**src/rtl/spi_slave_responder_pkg.sv**
```systemverilog
// Shared constants and state encoding for the SPI mode-0 slave responder.
package spi_pkg;

  localparam int SPI_FRAME_BITS  = 40;
  localparam int SPI_SYNC_STAGES = 2;

  typedef enum logic [1:0] {
    ST_WAIT_IDLE = 2'd0,
    ST_IDLE      = 2'd1,
    ST_SHIFT     = 2'd2
  } spi_state_e;

endpackage

```
**src/rtl/spi_slave_responder_if.sv**
```systemverilog
// SPI pad-side bundle: master drives cs_n/sck/mosi, slave drives miso/miso_oe.
interface spi_slave_responder_if;

  logic cs_n;
  logic sck;
  logic mosi;
  logic miso;
  logic miso_oe;

  modport master (output cs_n, output sck, output mosi, input miso, input miso_oe);
  modport slave  (input cs_n, input sck, input mosi, output miso, output miso_oe);

endinterface

```
**src/rtl/spi_slave_responder_sync_edge.sv**
```systemverilog
// Multi-FF synchroniser for one asynchronous input, with a registered copy
// used for edge detection; level, rise and fall are mutually time-aligned.
module spi_sync_edge
  import spi_pkg::*;
#(
  parameter logic RESET_VAL = 1'b0
) (
  input  logic clk,
  input  logic reset,
  input  logic din,
  output logic level,
  output logic rise,
  output logic fall
);

  logic [SPI_SYNC_STAGES-1:0] sync_r;
  logic                       level_r;
  logic                       rise_r;
  logic                       fall_r;
  logic                       stage_s;

  assign stage_s = sync_r[SPI_SYNC_STAGES-1];

  // Synchroniser chain plus the compare copy; edges register alongside level.
  always_ff @(posedge clk or posedge reset) begin
    if (reset) begin
      sync_r  <= {SPI_SYNC_STAGES{RESET_VAL}};
      level_r <= RESET_VAL;
      rise_r  <= 1'b0;
      fall_r  <= 1'b0;
    end else begin
      sync_r  <= {sync_r[SPI_SYNC_STAGES-2:0], din};
      level_r <= stage_s;
      rise_r  <= stage_s & ~level_r;
      fall_r  <= ~stage_s & level_r;
    end
  end

  assign level = level_r;
  assign rise  = rise_r;
  assign fall  = fall_r;

endmodule

```
**src/rtl/spi_slave_responder.sv**
```systemverilog
// SPI mode-0 slave responder, oversampled on clk. Optional frame error
// reporting is built when SPI_SLAVE_FRAME_ERR_EN is defined.
module spi_slave_responder
  import spi_pkg::*;
#(
  parameter int SIZE = SPI_FRAME_BITS
) (
  input  logic                 clk,
  input  logic                 reset,
  input  logic [SIZE-1:0]      tx_bytes,
  output logic [SIZE-1:0]      rx_bytes,
  output logic                 rx_valid,
  output logic                 busy,
  output logic                 frame_err,
  spi_slave_responder_if.slave spi
);

  localparam int              CNT_W      = $clog2(SIZE + 2);
  localparam logic [CNT_W-1:0] CNT_FULL  = CNT_W'(SIZE);
  localparam logic [CNT_W-1:0] CNT_MAX   = CNT_W'(SIZE + 1);
  localparam logic [1:0]      SETTLE_CNT = 2'(SPI_SYNC_STAGES + 1);

  spi_state_e       state_r;
  spi_state_e       state_nxt;
  logic [1:0]       settle_r;
  logic             settle_done_s;
  logic [SIZE-2:0]  tx_sr_r;
  logic [SIZE-1:0]  rx_sr_r;
  logic [SIZE-1:0]  rx_sr_nxt;
  logic [CNT_W-1:0] bit_cnt_r;
  logic [CNT_W-1:0] bit_cnt_nxt;
  logic [SIZE-1:0]  rx_bytes_r;
  logic             rx_valid_r;
  logic             busy_r;
  logic             miso_r;
  logic             load_s;
  logic             close_s;
  logic             full_s;

  logic cs_level_s, cs_rise_s, cs_fall_s;
  logic sck_level_unused_s, sck_rise_s, sck_fall_s;
  logic mosi_level_s, mosi_rise_unused_s, mosi_fall_unused_s;

  spi_sync_edge #(.RESET_VAL(1'b1)) u_cs_sync (
    .clk(clk), .reset(reset), .din(spi.cs_n),
    .level(cs_level_s), .rise(cs_rise_s), .fall(cs_fall_s)
  );

  spi_sync_edge #(.RESET_VAL(1'b0)) u_sck_sync (
    .clk(clk), .reset(reset), .din(spi.sck),
    .level(sck_level_unused_s), .rise(sck_rise_s), .fall(sck_fall_s)
  );

  spi_sync_edge #(.RESET_VAL(1'b0)) u_mosi_sync (
    .clk(clk), .reset(reset), .din(spi.mosi),
    .level(mosi_level_s), .rise(mosi_rise_unused_s), .fall(mosi_fall_unused_s)
  );

  // Flush counter so a cs_n already low at reset release is seen before leaving WAIT_IDLE.
  always_ff @(posedge clk or posedge reset) begin
    if (reset) begin
      settle_r <= 2'd0;
    end else if ((state_r == ST_WAIT_IDLE) && (settle_r != SETTLE_CNT)) begin
      settle_r <= settle_r + 2'd1;
    end else begin
      settle_r <= settle_r;
    end
  end

  assign settle_done_s = (settle_r == SETTLE_CNT);

  // State register.
  always_ff @(posedge clk or posedge reset) begin
    if (reset) begin
      state_r <= ST_WAIT_IDLE;
    end else begin
      state_r <= state_nxt;
    end
  end

  // Next-state and frame load/close strobes.
  always_comb begin
    state_nxt = state_r;
    load_s    = 1'b0;
    close_s   = 1'b0;
    case (state_r)
      ST_WAIT_IDLE: begin
        if (settle_done_s && cs_level_s) begin
          state_nxt = ST_IDLE;
        end else begin
          state_nxt = ST_WAIT_IDLE;
        end
      end
      ST_IDLE: begin
        if (cs_fall_s) begin
          state_nxt = ST_SHIFT;
          load_s    = 1'b1;
        end else begin
          state_nxt = ST_IDLE;
        end
      end
      ST_SHIFT: begin
        if (cs_rise_s) begin
          state_nxt = ST_IDLE;
          close_s   = 1'b1;
        end else begin
          state_nxt = ST_SHIFT;
        end
      end
      default: begin
        state_nxt = ST_WAIT_IDLE;
      end
    endcase
  end

  // Receive shift and saturating bit count; computed ahead so a same-cycle cs_n rise sees the sck edge.
  always_comb begin
    rx_sr_nxt   = rx_sr_r;
    bit_cnt_nxt = bit_cnt_r;
    if ((state_r == ST_SHIFT) && sck_rise_s) begin
      rx_sr_nxt = {rx_sr_r[SIZE-2:0], mosi_level_s};
      if (bit_cnt_r < CNT_MAX) begin
        bit_cnt_nxt = bit_cnt_r + CNT_W'(1);
      end else begin
        bit_cnt_nxt = bit_cnt_r;
      end
    end else begin
      rx_sr_nxt   = rx_sr_r;
      bit_cnt_nxt = bit_cnt_r;
    end
  end

  assign full_s = (bit_cnt_nxt == CNT_FULL);

  // Frame datapath: load at cs_n fall, shift on sck edges, publish at cs_n rise.
  always_ff @(posedge clk or posedge reset) begin
    if (reset) begin
      tx_sr_r    <= '0;
      rx_sr_r    <= '0;
      bit_cnt_r  <= '0;
      rx_bytes_r <= '0;
      rx_valid_r <= 1'b0;
      busy_r     <= 1'b0;
      miso_r     <= 1'b0;
    end else begin
      rx_valid_r <= 1'b0;
      if (load_s) begin
        tx_sr_r   <= tx_bytes[SIZE-2:0];
        bit_cnt_r <= '0;
        miso_r    <= tx_bytes[SIZE-1];
        busy_r    <= 1'b1;
      end else if (close_s) begin
        rx_sr_r   <= rx_sr_nxt;
        bit_cnt_r <= bit_cnt_nxt;
        if (full_s) begin
          rx_bytes_r <= rx_sr_nxt;
          rx_valid_r <= 1'b1;
        end
        busy_r <= 1'b0;
        miso_r <= 1'b0;
      end else if (state_r == ST_SHIFT) begin
        rx_sr_r   <= rx_sr_nxt;
        bit_cnt_r <= bit_cnt_nxt;
        if (sck_fall_s) begin
          tx_sr_r <= {tx_sr_r[SIZE-3:0], 1'b0};
          miso_r  <= (bit_cnt_r >= CNT_FULL) ? 1'b0 : tx_sr_r[SIZE-2];
        end
      end
    end
  end

`ifdef SPI_SLAVE_FRAME_ERR_EN
  logic frame_err_r;
  logic frame_err_s;

  assign frame_err_s = (close_s && !full_s) ||
                       ((state_r == ST_IDLE) && sck_rise_s && !cs_level_s);

  // One-cycle pulse on a wrong-length frame or sck activity before the frame is open.
  always_ff @(posedge clk or posedge reset) begin
    if (reset) begin
      frame_err_r <= 1'b0;
    end else begin
      frame_err_r <= frame_err_s;
    end
  end

  assign frame_err = frame_err_r;
`else
  assign frame_err = 1'b0;
`endif

  assign rx_bytes    = rx_bytes_r;
  assign rx_valid    = rx_valid_r;
  assign busy        = busy_r;
  assign spi.miso    = miso_r;
  assign spi.miso_oe = ~cs_level_s;

endmodule

```
**src/flat_wrapper.sv**
```systemverilog
// flat-port wrapper written by rule: the top's interface ports become plain ports
module spi_slave_responder_flat import spi_pkg::*;
#(
  parameter int SIZE = SPI_FRAME_BITS
)
  (clk, reset, tx_bytes, rx_bytes, rx_valid, busy, frame_err, spi_cs_n, spi_sck, spi_mosi, spi_miso, spi_miso_oe);
  spi_slave_responder_if spi_i ();
  input  logic clk;
  input  logic reset;
  input  logic [SIZE-1:0] tx_bytes;
  output logic [SIZE-1:0] rx_bytes;
  output logic rx_valid;
  output logic busy;
  output logic frame_err;
  input wire logic [$bits(spi_i.cs_n)-1:0] spi_cs_n;
  input wire logic [$bits(spi_i.sck)-1:0] spi_sck;
  input wire logic [$bits(spi_i.mosi)-1:0] spi_mosi;
  output wire logic [$bits(spi_i.miso)-1:0] spi_miso;
  output wire logic [$bits(spi_i.miso_oe)-1:0] spi_miso_oe;
  assign spi_i.cs_n = spi_cs_n;
  assign spi_i.sck = spi_sck;
  assign spi_i.mosi = spi_mosi;
  assign spi_miso = spi_i.miso;
  assign spi_miso_oe = spi_i.miso_oe;
  spi_slave_responder #(.SIZE(SIZE)) u_core (.clk(clk), .reset(reset), .tx_bytes(tx_bytes), .rx_bytes(rx_bytes), .rx_valid(rx_valid), .busy(busy), .frame_err(frame_err), .spi(spi_i));
endmodule
```
**config.mk**
```make
export PLATFORM = sky130hd
export DESIGN_NAME = spi_slave_responder_flat
export DESIGN_NICKNAME = d
export VERILOG_FILES = /design/src/rtl/spi_slave_responder_pkg.sv /design/src/rtl/spi_slave_responder_if.sv /design/src/rtl/spi_slave_responder_sync_edge.sv /design/src/rtl/spi_slave_responder.sv /design/src/flat_wrapper.sv
export SDC_FILE = /design/constraint.sdc
export NUM_CORES = 1
export LEC_CHECK = 0
export ABC_CLOCK_PERIOD_IN_PS = 7000
export CAP_MARGIN = 20
export CORE_MARGIN = 2
export CORE_UTILIZATION = 30
export DETAILED_ROUTE_END_ITERATION = 16
export PLACE_DENSITY_LB_ADDON = 0.08
export SYNTH_ARGS = -nofsm -noshare
export SYNTH_HDL_FRONTEND = slang
export SYNTH_HIERARCHICAL = 1
export SYNTH_SLANG_ARGS = --single-unit
```
**constraint.sdc**
```tcl
create_clock -name clk -period 7 [get_ports clk]
set_clock_uncertainty 0.1 [all_clocks]
set_input_delay 1.4 -clock clk [delete_from_list [all_inputs] [get_ports clk]]
set_output_delay 1.4 -clock clk [all_outputs]
set_load 0.01 [all_outputs]
```
; Word-level counts from Yosys, hierarchy flattened
; Cells that the tools add are included.
[op_classes]
reduce_logical = 14
multipliers = 0
n_eq_ne = 6
addsub = 2
n_bitwise = 9
div = 0
n_mux = 30
shift = 0
magnitude_cmp = 2
[ops]
columns = op, count
row1 = 39-bit 2-to-1 mux, 4
row2 = 40-bit 2-to-1 mux, 3
row3 = 6-bit 2-to-1 mux, 5
row4 = 1-bit 2-to-1 mux, 15
row5 = 2-bit nonzero test, 4
row6 = "6-bit by 1-bit adder with 6-bit output, second input constant", 1
row7 = "6-bit equality test, second input constant", 1
row8 = "6-bit greater-or-equal comparator, second input constant", 1
row9 = "6-bit less-than comparator, second input constant", 1
row10 = 2-bit one-hot mux with 3 select lines, 1
row11 = 3-bit AND reduction, 2
row12 = 3-bit nonzero test, 2
row13 = 1-bit NOT, 5
row14 = 1-bit AND, 4
row15 = "2-bit equality test, second input constant", 2
row16 = 2-bit 2-to-1 mux, 2
row17 = 2-bit AND reduction, 2
row18 = 1-bit logical AND, 3
row19 = "2-bit by 1-bit adder with 2-bit output, second input constant", 1
row20 = "2-bit by 1-bit equality test with 1-bit output, second input constant", 1
row21 = 2-bit logical NOT, 1
row22 = "2-bit by 1-bit inequality test with 1-bit output, second input constant", 1
row23 = "2-bit inequality test, second input constant", 1
[totals]
ff_bits = 145
mem_bits_rw = 0
input_bits = 45
output_inout_bits = 45
wordCells = 82
latchBits = 0
mem_count = 0
rom_bits = 0

; Longest topological paths before layout
[depth]
word_depth = 7
depth_mapped = 8
ltp_nobuf = 7

; Cells and area by module
; The synthesis kept the hierarchy.
[by_module_without_submodules]
columns = module, cells_per_inst, seq_area_each_um2, area_per_inst_um2, n_inst
row1 = spi_slave_responder, 422, 3303.2, 5675.4, 1
row2 = spi_sync_edge at u_core.u_mosi_sync ..., 8, 125.1, 143.9, 2
row3 = spi_sync_edge at u_core.u_cs_sync, 8, 128.9, 147.6, 1

; Least setup slack after synthesis
; Ideal clock, no wire load.
[synth_timing]
kind = register to register
from = register u_core.bit_cnt_r[0]
to = register u_core.rx_bytes_r[10], in the netlist u_core/rx_bytes[10]
setup_ps = 125
period_less_slack_ps = 2227
arrival_ps = 2001
slack_ps = 4773
required_time_ps = 6775
stages_incl_launch_ff = 9
path_cell_list = dfrtp_1 -> inv_1 -> ha_1 -> nor2b_1 -> o2111a_2 -> a41o_1 -> o311ai_4 -> buf_6 -> mux2_4
[synth_between]
elab_chain_len = 5
[synth_lines]
columns = item, line_no
row1 = from (decl), spi_slave_responder.sv:30  ; logic [CNT_W-1:0] bit_cnt_r;
row2 = from (signal assigned), spi_slave_responder.sv:154  ; bit_cnt_r <= bit_cnt_nxt;
row3 = from (signal assigned), spi_slave_responder.sv:163  ; bit_cnt_r <= bit_cnt_nxt;
row4 = 6-bit by 1-bit adder with 6-bit output or 6-bit less-than comparator (tied branches), "spi_slave_responder.sv:123, spi_slave_responder.sv:122"
row5 = 6-bit 2-to-1 mux, spi_slave_responder.sv:122  ; if (bit_cnt_r < CNT_MAX) begin
row6 = 6-bit 2-to-1 mux (*), spi_slave_responder.sv:120  ; if ((state_r == ST_SHIFT) && sck_rise_s) begin
row7 = 6-bit equality test (*), spi_slave_responder.sv:133  ; assign full_s = (bit_cnt_nxt == CNT_FULL);
row8 = 3-bit AND reduction (no source line) (*), --
row9 = to (signal assigned), spi_slave_responder.sv:156  ; rx_bytes_r <= rx_sr_nxt;
row10 = to (decl), spi_slave_responder.sv:32  ; logic [SIZE-1:0] rx_bytes_r;
; Every way passes the cells marked *; elsewhere a longest branch is shown, timed or not.
; A chain may end at the register's enable or synchronous reset.

; Worst setup path in the final report
[layout_timing]
from = register u_core.state_r[0]
to = register u_core.rx_bytes_r[27], in the netlist u_core/rx_bytes[27]
[layout_between]
elab_chain_len = 5
[layout_lines]
columns = item, line_no
row1 = from (decl), spi_slave_responder.sv:23  ; spi_state_e state_r;
row2 = from (signal assigned), spi_slave_responder.sv:77  ; state_r <= state_nxt;
row3 = 2-bit equality test, "spi_slave_responder.sv:86, spi_slave_responder.sv:120"
row4 = 1-bit logical AND, spi_slave_responder.sv:120
row5 = 6-bit 2-to-1 mux, spi_slave_responder.sv:120
row6 = 6-bit equality test, spi_slave_responder.sv:133
row7 = 3-bit AND reduction (no source line), --
; Several ways; a longest one is shown, not always the timed one.

==> run summary <==
Tmin final = 3210 ps
Reg power frac = 46.7%
Syn Area/Cell = 13.7 sq um
hold buffers post-CTS = 0
pins over their slew limit = 0
clock group share of total power = 40.2%
Clock Latency Late Sink = 420 ps
layout cell share with drive strength beyond 1 = 23.8%
CTS H-tree lvls = 4
critical path class = flop to flop
postcts setup bufs = 0
Post-layout nets = 577
post-cts resize count = 0
logic gate share of total power = 13.1%
RSZ-0062 raised after global routing = false
status = completed
Reg-to-Reg End = u_core/rx_bytes[27]$_DFFE_PP0P_
f_max = 0.311 GHz
global-route wire length before repair = 19600 um
clock buffers created by TritonCTS = 17
transition time of the tightest slew-check pin = 863 ps
synth warn = 6
vias in the first global route = 3713
grt met3 use = 3.45%
Reg clk slew, reported paths = 60 ps
routed len/inst = 14.4 um
most used routing layer = met2
first-pass detailed-route iteration total = 4
Sink Count = 145
GRT overflow = 0
PwrDens = 273 nW/um^2
Iteration-0 DRC Markers = 160
final wirelength = 11600 um
CORE AREA = 19600 sq um
Clock Path Buffers = 2
worst endpoint data arrival time = 3410 ps
Setup Viol. Count Final = 0
Worst setup endpoint = u_core/rx_bytes[27]$_DFFE_PP0P_
end-of-flow core utilization = 39.5%
crit path launch = u_core/state_r[0]$_DFF_PP0_
Layout Cells excl Fill = 806
Cells after Synth = 442
GRT Overall Usage = 11.6%
internal power = 0.00156 W
chip width = 146 um
TritonCTS clock tree = yes
Antenna Diode Count = 0
crit-path max FO = 43
Worst Setup Start Kind = flop
Lkg Pwr = 3.76 nW
Std-Cell Rows = 51
CP required = 7200 ps
Cell Area, Synth = 6050 sq um
TNS Setup = 0 ps
Reg2Reg Depth = 6
met2 global-route usage = 16.6%
largest net degree at the start of global routing = 77
Final period util = 45.9%
dpl hpwl = 7430 um
Layout Area Growth over Synthesis = 27.9%
FF-to-FF setup slack = 3790 ps
Starting Density = 30.9%
CTS Root Cell = clkbuf_16
Slew HR = 42.5%
met1 usage = 16.4%
Die Area = 21300 sq um
Psw = 0.000558 W
Final Hold Viols = 0
worst hold path class = flop to flop
switch share = 26.4%
Max Cap Viol = 0
IO Count = 90
# port buffers = 88
reg2reg start = u_core/state_r[0]$_DFF_PP0_
syn nets = 491
RD Place Congestion = 0.701
initial antenna violation count = 0
Crit. End Element = flop
DP Cell Count = 774
Vias = 3497
worst vdd rail ir drop = 0.149 mV
post-route ant nets = 0
die height = 146 um
DRC viols = 0
Vias/cell = 4.34
Hold Crit Start = u_core/u_mosi_sync/sync_r[0]$_DFF_PP0_
==> flip-flops by register name, indices dropped and copies added (netlist names), 2 cells and up <==
signal	count
u_core/rx_bytes	40
u_core/rx_sr_r	40
u_core/tx_sr_r	39
u_core/bit_cnt_r	6
u_core/settle_r	2
u_core/state_r	2
u_core/u_cs_sync/sync_r	2
u_core/u_mosi_sync/sync_r	2
u_core/u_sck_sync/sync_r	2
==> layout by cell type (no fill, tap or decap), types with 7 or more instances in the layout <==
master,count
dfrtp_1,142
clkdlybuf4s50_1,88
a21oi_1,43
mux2_2,43
mux2i_1,42
nor2_1,41
mux2_4,39
clkbuf_16,17
nand2_1,14
inv_1,8
inv_6,7
o21ai_0,7
==> worst min path at each step <==
stage	end	slack [ps]	depth (start not counted)
final	u_core/u_mosi_sync/sync_r[1]$_DFF_PP0_	240	0
after global placement	u_core/u_mosi_sync/level$_DFF_PP0_	240	0
after detailed placement	u_core/u_mosi_sync/sync_r[1]$_DFF_PP0_	240	0
after global routing	u_core/u_mosi_sync/sync_r[1]$_DFF_PP0_	260	0
after floorplan	u_core/u_mosi_sync/level$_DFF_PP0_	230	0
after CTS	u_core/u_mosi_sync/sync_r[1]$_DFF_PP0_	240	0
==> through the flow <==
step | setup WS, ps | area, sq um | hold WS (ps) | power, W
global placement | 3550 | 7170 | 235 | 0.00128
global route | 3600 | 7730 | 259 | 0.00224
floorplan | 1970 | 6050 | 231 | 0.00120
detailed placement | 3490 | 7170 | 236 | 0.00129
finish | 3790 | 7730 | 236 | 0.00211
CTS | 3720 | 7730 | 242 | 0.00215
==> metal layers <==
layer | vias to the layer above | share of wire (%)
li1 | 1711 | -
met1 | 1696 | 52
met2 | 74 | 42
met3 | 16 | 4.3
met4 | 0 | 1.7
met5 | - | 0
==> power groups by stage <==
| stage | Combinational, W | Clock (W) | Sequential [W] |
|---|---|---|---|
| CTS | 0.000283 | 0.000881 | 0.000989 |
| global placement | 0.000278 | 0 | 0.00100 |
| finish | 0.000277 | 0.000850 | 0.000987 |
| floorplan | 0.000208 | 0 | 0.000990 |
| detailed placement | 0.000282 | 0 | 0.00100 |
| global route | 0.000317 | 0.000922 | 0.000999 |
==> area by class of cell <==
class                           instances  area (sq um)
Clock buffer                           20           467
Clock inverter                         12          96.3
Fill cell                            1908         11900
Inverter                                9          38.8
Multi-Input combinational cell        263          2260
Sequential cell                       145          3630
Tap cell                              265           332
Timing Repair Buffer                   92           911
==> critical path, stage by stage (launching register included) <==
cell	delay (ps)
dfrtp_1	420
nand3b_4	570
o311a_1	530
a41o_1	240
o311ai_4	210
buf_4	650
mux2_4	350
Power figures use the tool's default switching activity.
